===== src/rtl/dmc_pkg.sv =====
// Shared definitions for the device memory controller: FSM encoding,
// command field layout and status register bit positions.
package dmc_pkg;

    typedef enum logic [2:0] {
        ST_IDLE  = 3'd0,
        ST_SETUP = 3'd1,
        ST_XFER  = 3'd2,
        ST_DRAIN = 3'd3,
        ST_DONE  = 3'd4
    } state_e;

    localparam int unsigned CMD_ADDR_LSB = 0;

    localparam int unsigned SB_BUSY = 0;
    localparam int unsigned SB_DONE = 1;
    localparam int unsigned SB_ERR  = 2;
    localparam int unsigned SB_WRAP = 3;
    localparam int unsigned SB_NUM  = 4;

    // Length field starts right above the address field.
    function automatic int unsigned cmd_len_lsb(input int unsigned addr_w);
        return addr_w;
    endfunction

    // Op bit sits right above the length field.
    function automatic int unsigned cmd_op_bit(input int unsigned addr_w, input int unsigned len_w);
        return addr_w + len_w;
    endfunction

endpackage


===== src/rtl/dmc_sram.sv =====
// Single-port synchronous RAM with registered read data and no reset.
module dmc_sram #(
    parameter int unsigned DATA_W = 16,
    parameter int unsigned ADDR_W = 8
) (
    input  logic              clk,
    input  logic              we,
    input  logic [ADDR_W-1:0] addr,
    input  logic [DATA_W-1:0] wdata,
    output logic [DATA_W-1:0] rdata
);

    localparam int unsigned DEPTH = 1 << ADDR_W;

    logic [DATA_W-1:0] mem [DEPTH];

    always_ff @(posedge clk) begin
        if (we) begin
            mem[addr] <= wdata;
        end
        rdata <= mem[addr];
    end

endmodule


===== src/rtl/device_mem_ctrl.sv =====
// Device-side memory engine: block fill and block checksum over an internal
// RAM, driven by host strobes and reporting completion with a done pulse.
module device_mem_ctrl
    import dmc_pkg::*;
#(
    parameter int unsigned DATA_W = 16,
    parameter int unsigned ADDR_W = 8,
    parameter int unsigned LEN_W  = 4
) (
    input  logic              clk,
    input  logic              rst,
    input  logic              adreg_ld,
    input  logic              wdata_ld,
    input  logic              start,
    input  logic              sreg_en,
    input  logic              dreg_en,
    input  logic              clr,
    input  logic [DATA_W-1:0] host_data,
    output logic [DATA_W-1:0] rdata,
    output logic              done,
    output logic              busy
);

    localparam int unsigned LEN_LSB = cmd_len_lsb(ADDR_W);
    localparam int unsigned OP_BIT  = cmd_op_bit(ADDR_W, LEN_W);
    localparam int unsigned CMD_W   = OP_BIT + 1;

    state_e              state_q;
    logic                start_q;
    logic [CMD_W-1:0]    cmd_q;
    logic [DATA_W-1:0]   fill_q;
    logic [DATA_W-1:0]   data_q;
    logic                busy_q;
    logic                done_q;
    logic                done_sticky_q;
    logic                err_q;
    logic                wrap_q;

    // Working copies so host register loads never disturb a transfer in flight.
    logic [ADDR_W-1:0]   addr_q;
    logic [LEN_W-1:0]    cnt_q;
    logic                op_q;
    logic [DATA_W-1:0]   wfill_q;
    logic [DATA_W-1:0]   acc_q;
    logic                rd_vld_q;

    logic                start_rise_c;
    logic                ram_we_c;
    logic [DATA_W-1:0]   ram_rdata;
    logic [DATA_W-1:0]   status_c;

    generate
        if (DATA_W > CMD_W) begin : g_unused_hi
            logic unused_host_hi;
            assign unused_host_hi = ^host_data[DATA_W-1:CMD_W];
        end
    endgenerate

    assign start_rise_c = start & ~start_q;
    assign ram_we_c     = (state_q == ST_XFER) && op_q;

    dmc_sram #(
        .DATA_W (DATA_W),
        .ADDR_W (ADDR_W)
    ) u_sram (
        .clk   (clk),
        .we    (ram_we_c),
        .addr  (addr_q),
        .wdata (wfill_q),
        .rdata (ram_rdata)
    );

    always_ff @(posedge clk or posedge rst) begin
        if (rst) begin
            state_q       <= ST_IDLE;
            start_q       <= 1'b0;
            cmd_q         <= '0;
            fill_q        <= '0;
            data_q        <= '0;
            busy_q        <= 1'b0;
            done_q        <= 1'b0;
            done_sticky_q <= 1'b0;
            err_q         <= 1'b0;
            wrap_q        <= 1'b0;
            addr_q        <= '0;
            cnt_q         <= '0;
            op_q          <= 1'b0;
            wfill_q       <= '0;
            acc_q         <= '0;
            rd_vld_q      <= 1'b0;
        end else begin
            start_q  <= start;
            done_q   <= 1'b0;
            rd_vld_q <= (state_q == ST_XFER);

            if (adreg_ld) begin
                cmd_q <= host_data[CMD_W-1:0];
            end
            if (wdata_ld) begin
                fill_q <= host_data;
            end

            // Clear first so a same-cycle set event below takes precedence.
            if (clr) begin
                done_sticky_q <= 1'b0;
                err_q         <= 1'b0;
                wrap_q        <= 1'b0;
            end
            if (state_q == ST_DONE) begin
                done_sticky_q <= 1'b1;
            end
            if (start_rise_c && (state_q != ST_IDLE)) begin
                err_q <= 1'b1;
            end

            case (state_q)
                ST_IDLE: begin
                    if (start_rise_c) begin
                        state_q <= ST_SETUP;
                        busy_q  <= 1'b1;
                    end
                end
                ST_SETUP: begin
                    addr_q  <= cmd_q[CMD_ADDR_LSB +: ADDR_W];
                    cnt_q   <= cmd_q[LEN_LSB +: LEN_W];
                    op_q    <= cmd_q[OP_BIT];
                    wfill_q <= fill_q;
                    acc_q   <= '0;
                    state_q <= ST_XFER;
                end
                ST_XFER: begin
                    if (rd_vld_q) begin
                        acc_q <= acc_q + ram_rdata;
                    end
                    addr_q <= addr_q + ADDR_W'(1);
                    if (cnt_q == '0) begin
                        state_q <= ST_DRAIN;
                    end else begin
                        cnt_q <= cnt_q - LEN_W'(1);
                        if (&addr_q) begin
                            wrap_q <= 1'b1;
                        end
                    end
                end
                ST_DRAIN: begin
                    // Final read word arrives now; fold it straight into the result.
                    if (!op_q) begin
                        data_q <= acc_q + ram_rdata;
                    end
                    busy_q  <= 1'b0;
                    done_q  <= 1'b1;
                    state_q <= ST_DONE;
                end
                ST_DONE: begin
                    state_q <= ST_IDLE;
                end
                default: begin
                    state_q <= ST_IDLE;
                end
            endcase
        end
    end

    always_comb begin
        status_c          = '0;
        status_c[SB_BUSY] = busy_q;
        status_c[SB_DONE] = done_sticky_q;
        status_c[SB_ERR]  = err_q;
        status_c[SB_WRAP] = wrap_q;
    end

    always_comb begin
        rdata = '0;
        if (sreg_en) begin
            rdata = status_c;
        end else if (dreg_en) begin
            rdata = data_q;
        end
    end

    assign done = done_q;
    assign busy = busy_q;

endmodule


===== config.mk =====
export PLATFORM = sky130hd
export DESIGN_NAME = device_mem_ctrl
export DESIGN_NICKNAME = d
export VERILOG_FILES = /design/src/rtl/dmc_pkg.sv /design/src/rtl/dmc_sram.sv /design/src/rtl/device_mem_ctrl.sv
export SDC_FILE = /design/constraint.sdc
export NUM_CORES = 2
export LEC_CHECK = 0
export BUFFER_PORTS_ARGS = -buffer_cell sky130_fd_sc_hd__buf_2
export CORE_ASPECT_RATIO = 0.9
export CORE_UTILIZATION = 35
export CTS_CLUSTER_SIZE = 25
export DETAILED_ROUTE_END_ITERATION = 6
export GPL_ROUTABILITY_DRIVEN = 1
export GPL_TIMING_DRIVEN = 1
export PLACE_DENSITY = 0.55
export SYNTH_ARGS = -nofsm -noshare
export SYNTH_HDL_FRONTEND = slang
export SYNTH_SLANG_ARGS = --single-unit

===== constraint.sdc =====
create_clock -name clk -period 3.8 [get_ports clk]
set_clock_uncertainty 0.05 [all_clocks]
set_input_delay 0.95 -clock clk [delete_from_list [all_inputs] [get_ports clk]]
set_output_delay 0.95 -clock clk [all_outputs]
set_load 0.03 [all_outputs]

==> reports/qor.yml <==
run_status:
  status: "complete, but fails checks"
  violations: "slew limit"
worst_setup_path:
  ff2ff_setup_slack_ns: 0.03
  path_class: "reg -> reg"
  end_kind: "register"
  critPathRequiredTime_ns: 4.58
  path_max_fanout: 13
  arrival_ns: 4.55
  startpoint_type: "register"
finish:
  multi_input_area_um2: 32900
  final-seq-area_um2: 126000
  layout-drive-gt1-share_pct: 31.2
  finalNonFillerCells: 14300
  nNetsFinal: 7960
  design_area_um2: 188000
  fill_cells: 39300
  layout.cells.most_common: "edfxtp_1"
  layout_common_cells: "4096 x edfxtp_1, 1024 x mux4_2, 613 x buf_4"
  area_growth_pct: 17.0
  fin_util_pct: 41.2
clocking:
  cts_sinks: 4212
  cts_buffers: 421
  clockRootBuffer: "clkbuf_16"
  clkTransAtPathRegs_ns: 0.06
  cts_tree: "done"
  clockBufferDepth: 4
  cts-htree-levels: 5
  worstSkewPairLatency_ns: 0.97
route:
  antenna_left: 0
  wirelength_um: 436000
  wire_per_inst_um: 30.4
  drc: 0
  vias: 79500
  drt-initial-drc-count: 10500
  first_pass_iters: 6
  vias_per_cell: 5.55
yosys:
  synth_top_family_by_area: "multiplexers"
  synth_area_leaders: "edfxtp_1 77%, mux4_2 14%, dfrtp_1 1.6%"
  syn_avg_cell_area_um2: 22.4
  synthesis.nets: 7188
  synthesis.area_um2: 160000
  synth_edf_count: 4096
  ys.flop_type: "edfxtp_1"
  synth-async-reset-ratio_pct: 2.37
  synthSimpleGateAreaFrac_pct: 1.47
  yosysTopAreaCell: "edfxtp_1"
  muxShareOfSynthArea_pct: 14.6
  ys_seq_elements: 4212
  syn_inst: 7143
  synth_xor_area_share_pct: 0.0695
  yosysTopAreaCellShare_pct: 76.7
  synth-warning-count: 0
  yosysSeqAreaShare_pct: 78.5
  synthAdderAreaFrac_pct: 0.169
  synth_cell_type_count: 54
  synth_compound_area_share_pct: 3.87
global_routing:
  first_global_vias: 79500
  grtUsageTotal_pct: 18.5
  antenna_found_initial: 27
  grt-ovfl-total: 0
  grt_max_degree: 180
  grt_pass1_wl_um: 614000
floorplan:
  die_area_um2: 461000
  fp-row-count: 235
  coreArea_um2: 455000
  ios: 42
  die_x_um: 715
  die-height_um: 644
  initial_utilization_pct: 35.2
power_and_ir_drop:
  peakVddDrop_mv: 0.536
  power.density_nw_per_um2: 773
  p_leak_uw: 0.0593
sta:
  hold_violations: 0
  tightest_slew_ns: 1.57
  period_needed_ns: 3.77
  drv_slew: 52
  finalCritPeriodShare_pct: 99.2
  fmax_ghz: 0.265
  rsz0062_at_grt: "no"
  hold_slack_ns: 0.0768
  slew_headroom_pct: -4.69
  fin_setup_tns_ns: 0
  setup_viol: 0
placement:
  gp_congestion: 0.793
  dpl.hpwl_um: 259000
  dp_cells: 13500
  numPortBuffers: 41
  dpl_cell_area_um2: 173000
job:
  max_cap_violations: 0
min_path:
  holdCritPathClass: "in -> async"
[metrics by stage]
| step | power, uW | setup slack [ns] |
|---|---|---|
| floorplan | 84100 | -0.0439 |
| global placement | 103000 | -0.964 |
| detailed placement | 104000 | -0.929 |
| CTS | 146000 | -0.0647 |
| global route | 150000 | 0.00347 |
| finish | 145000 | 0.0287 |
[timing repair]
item | in CTS | in global routing
gates cloned | 0 | 3
hold endpoints to repair | 1 | 0
setup buffers | 6 | 0
pin swaps | 9 | 7
setup endpoints to repair | 32 | 15
resized for setup | 51 | 25
hold buffers | 1 | 0
[worst max-delay path, cell delays in order, from the launching register on]
cell,delay (ns)
dfrtp_4,0.44
buf_4,0.21
buf_12,0.20
buf_4,0.32
mux4_2,0.55
a22o_1,0.28
a221oi_1,0.25
o22ai_1,0.20
or3_1,0.37
a22oi_2,0.45
buf_4,0.19
o211ai_1,0.10
[state kept, by name (all words and copies together), names as in the netlist, 3 cells and up]
signal,cells
data_q,16
cmd_q,13
addr_q,8
acc_q,16
state_q,3
fill_q,16
u_sram.rdata,16
wfill_q,16
u_sram.mem,4096
cnt_q,4
[path summary, 6_finish.rpt]
check / start / end / depth (start not counted)
hold reg to reg: data_q[15] / data_q[15] / 2
setup / recovery: addr_q[0] / u_sram.rdata[5] / 11
hold / removal: rst / fill_q[14] / 2
max in group asynchronous: rst / addr_q[0] / 3
min in group clk: clr / wrap_q / 2
setup reg to reg: addr_q[0] / u_sram.rdata[5] / 11
[Yosys cell counts (83+ instances only)]
cell type  instances
a221oi_1         160
dfrtp_1          100
clkbuf_1         259
mux4_2          1024
a21oi_1          113
nor2_1           290
a22oi_1          210
a22o_1           161
o22ai_1           83
nand2_1          110
buf_2             88
edfxtp_1        4096
[kinds of logic (layout without fill, tap and decap cells)]
| family | Yosys count | in the layout |
|---|---|---|
| AO/OA/AOI/OAI | 841 | 841 |
| buffers and inverters | 454 | 1581 |
| AND/OR/NAND/NOR | 548 | 548 |
| other | 0 | 5 |
| XOR/XNOR | 11 | 11 |
| adder cells (fa/ha/maj) | 21 | 21 |
| flip-flops | 4212 | 4212 |
| multiplexers | 1056 | 1056 |
[where the power goes]
group / switching (uW) / internal (uW)
Sequential: 2350 / 57600
Combinational: 26700 / 16900
Clock: 17800 / 23600
Total: 46900 / 98100
[metal layers]
layer	part of all wire, %	track usage, %	vias up
li1	-	-	32200
met1	43	27.7	43300
met2	46	28.3	3447
met3	8.3	3.08	567
met4	2.4	4.51	10
met5	0.014	0	-
[area by class of cell]
cell class	instances	area share, %
Inverter	12	0.0253
Clock buffer	528	5.95
Multi-Input combinational cell	2477	17.5
Tap cell	6043	4.03
Antenna cell	5	0.00667
Clock inverter	250	1.35
Sequential cell	4212	67.1
Timing Repair Buffer	791	4.01
Note: power is estimated with default switching activity, not from simulation.
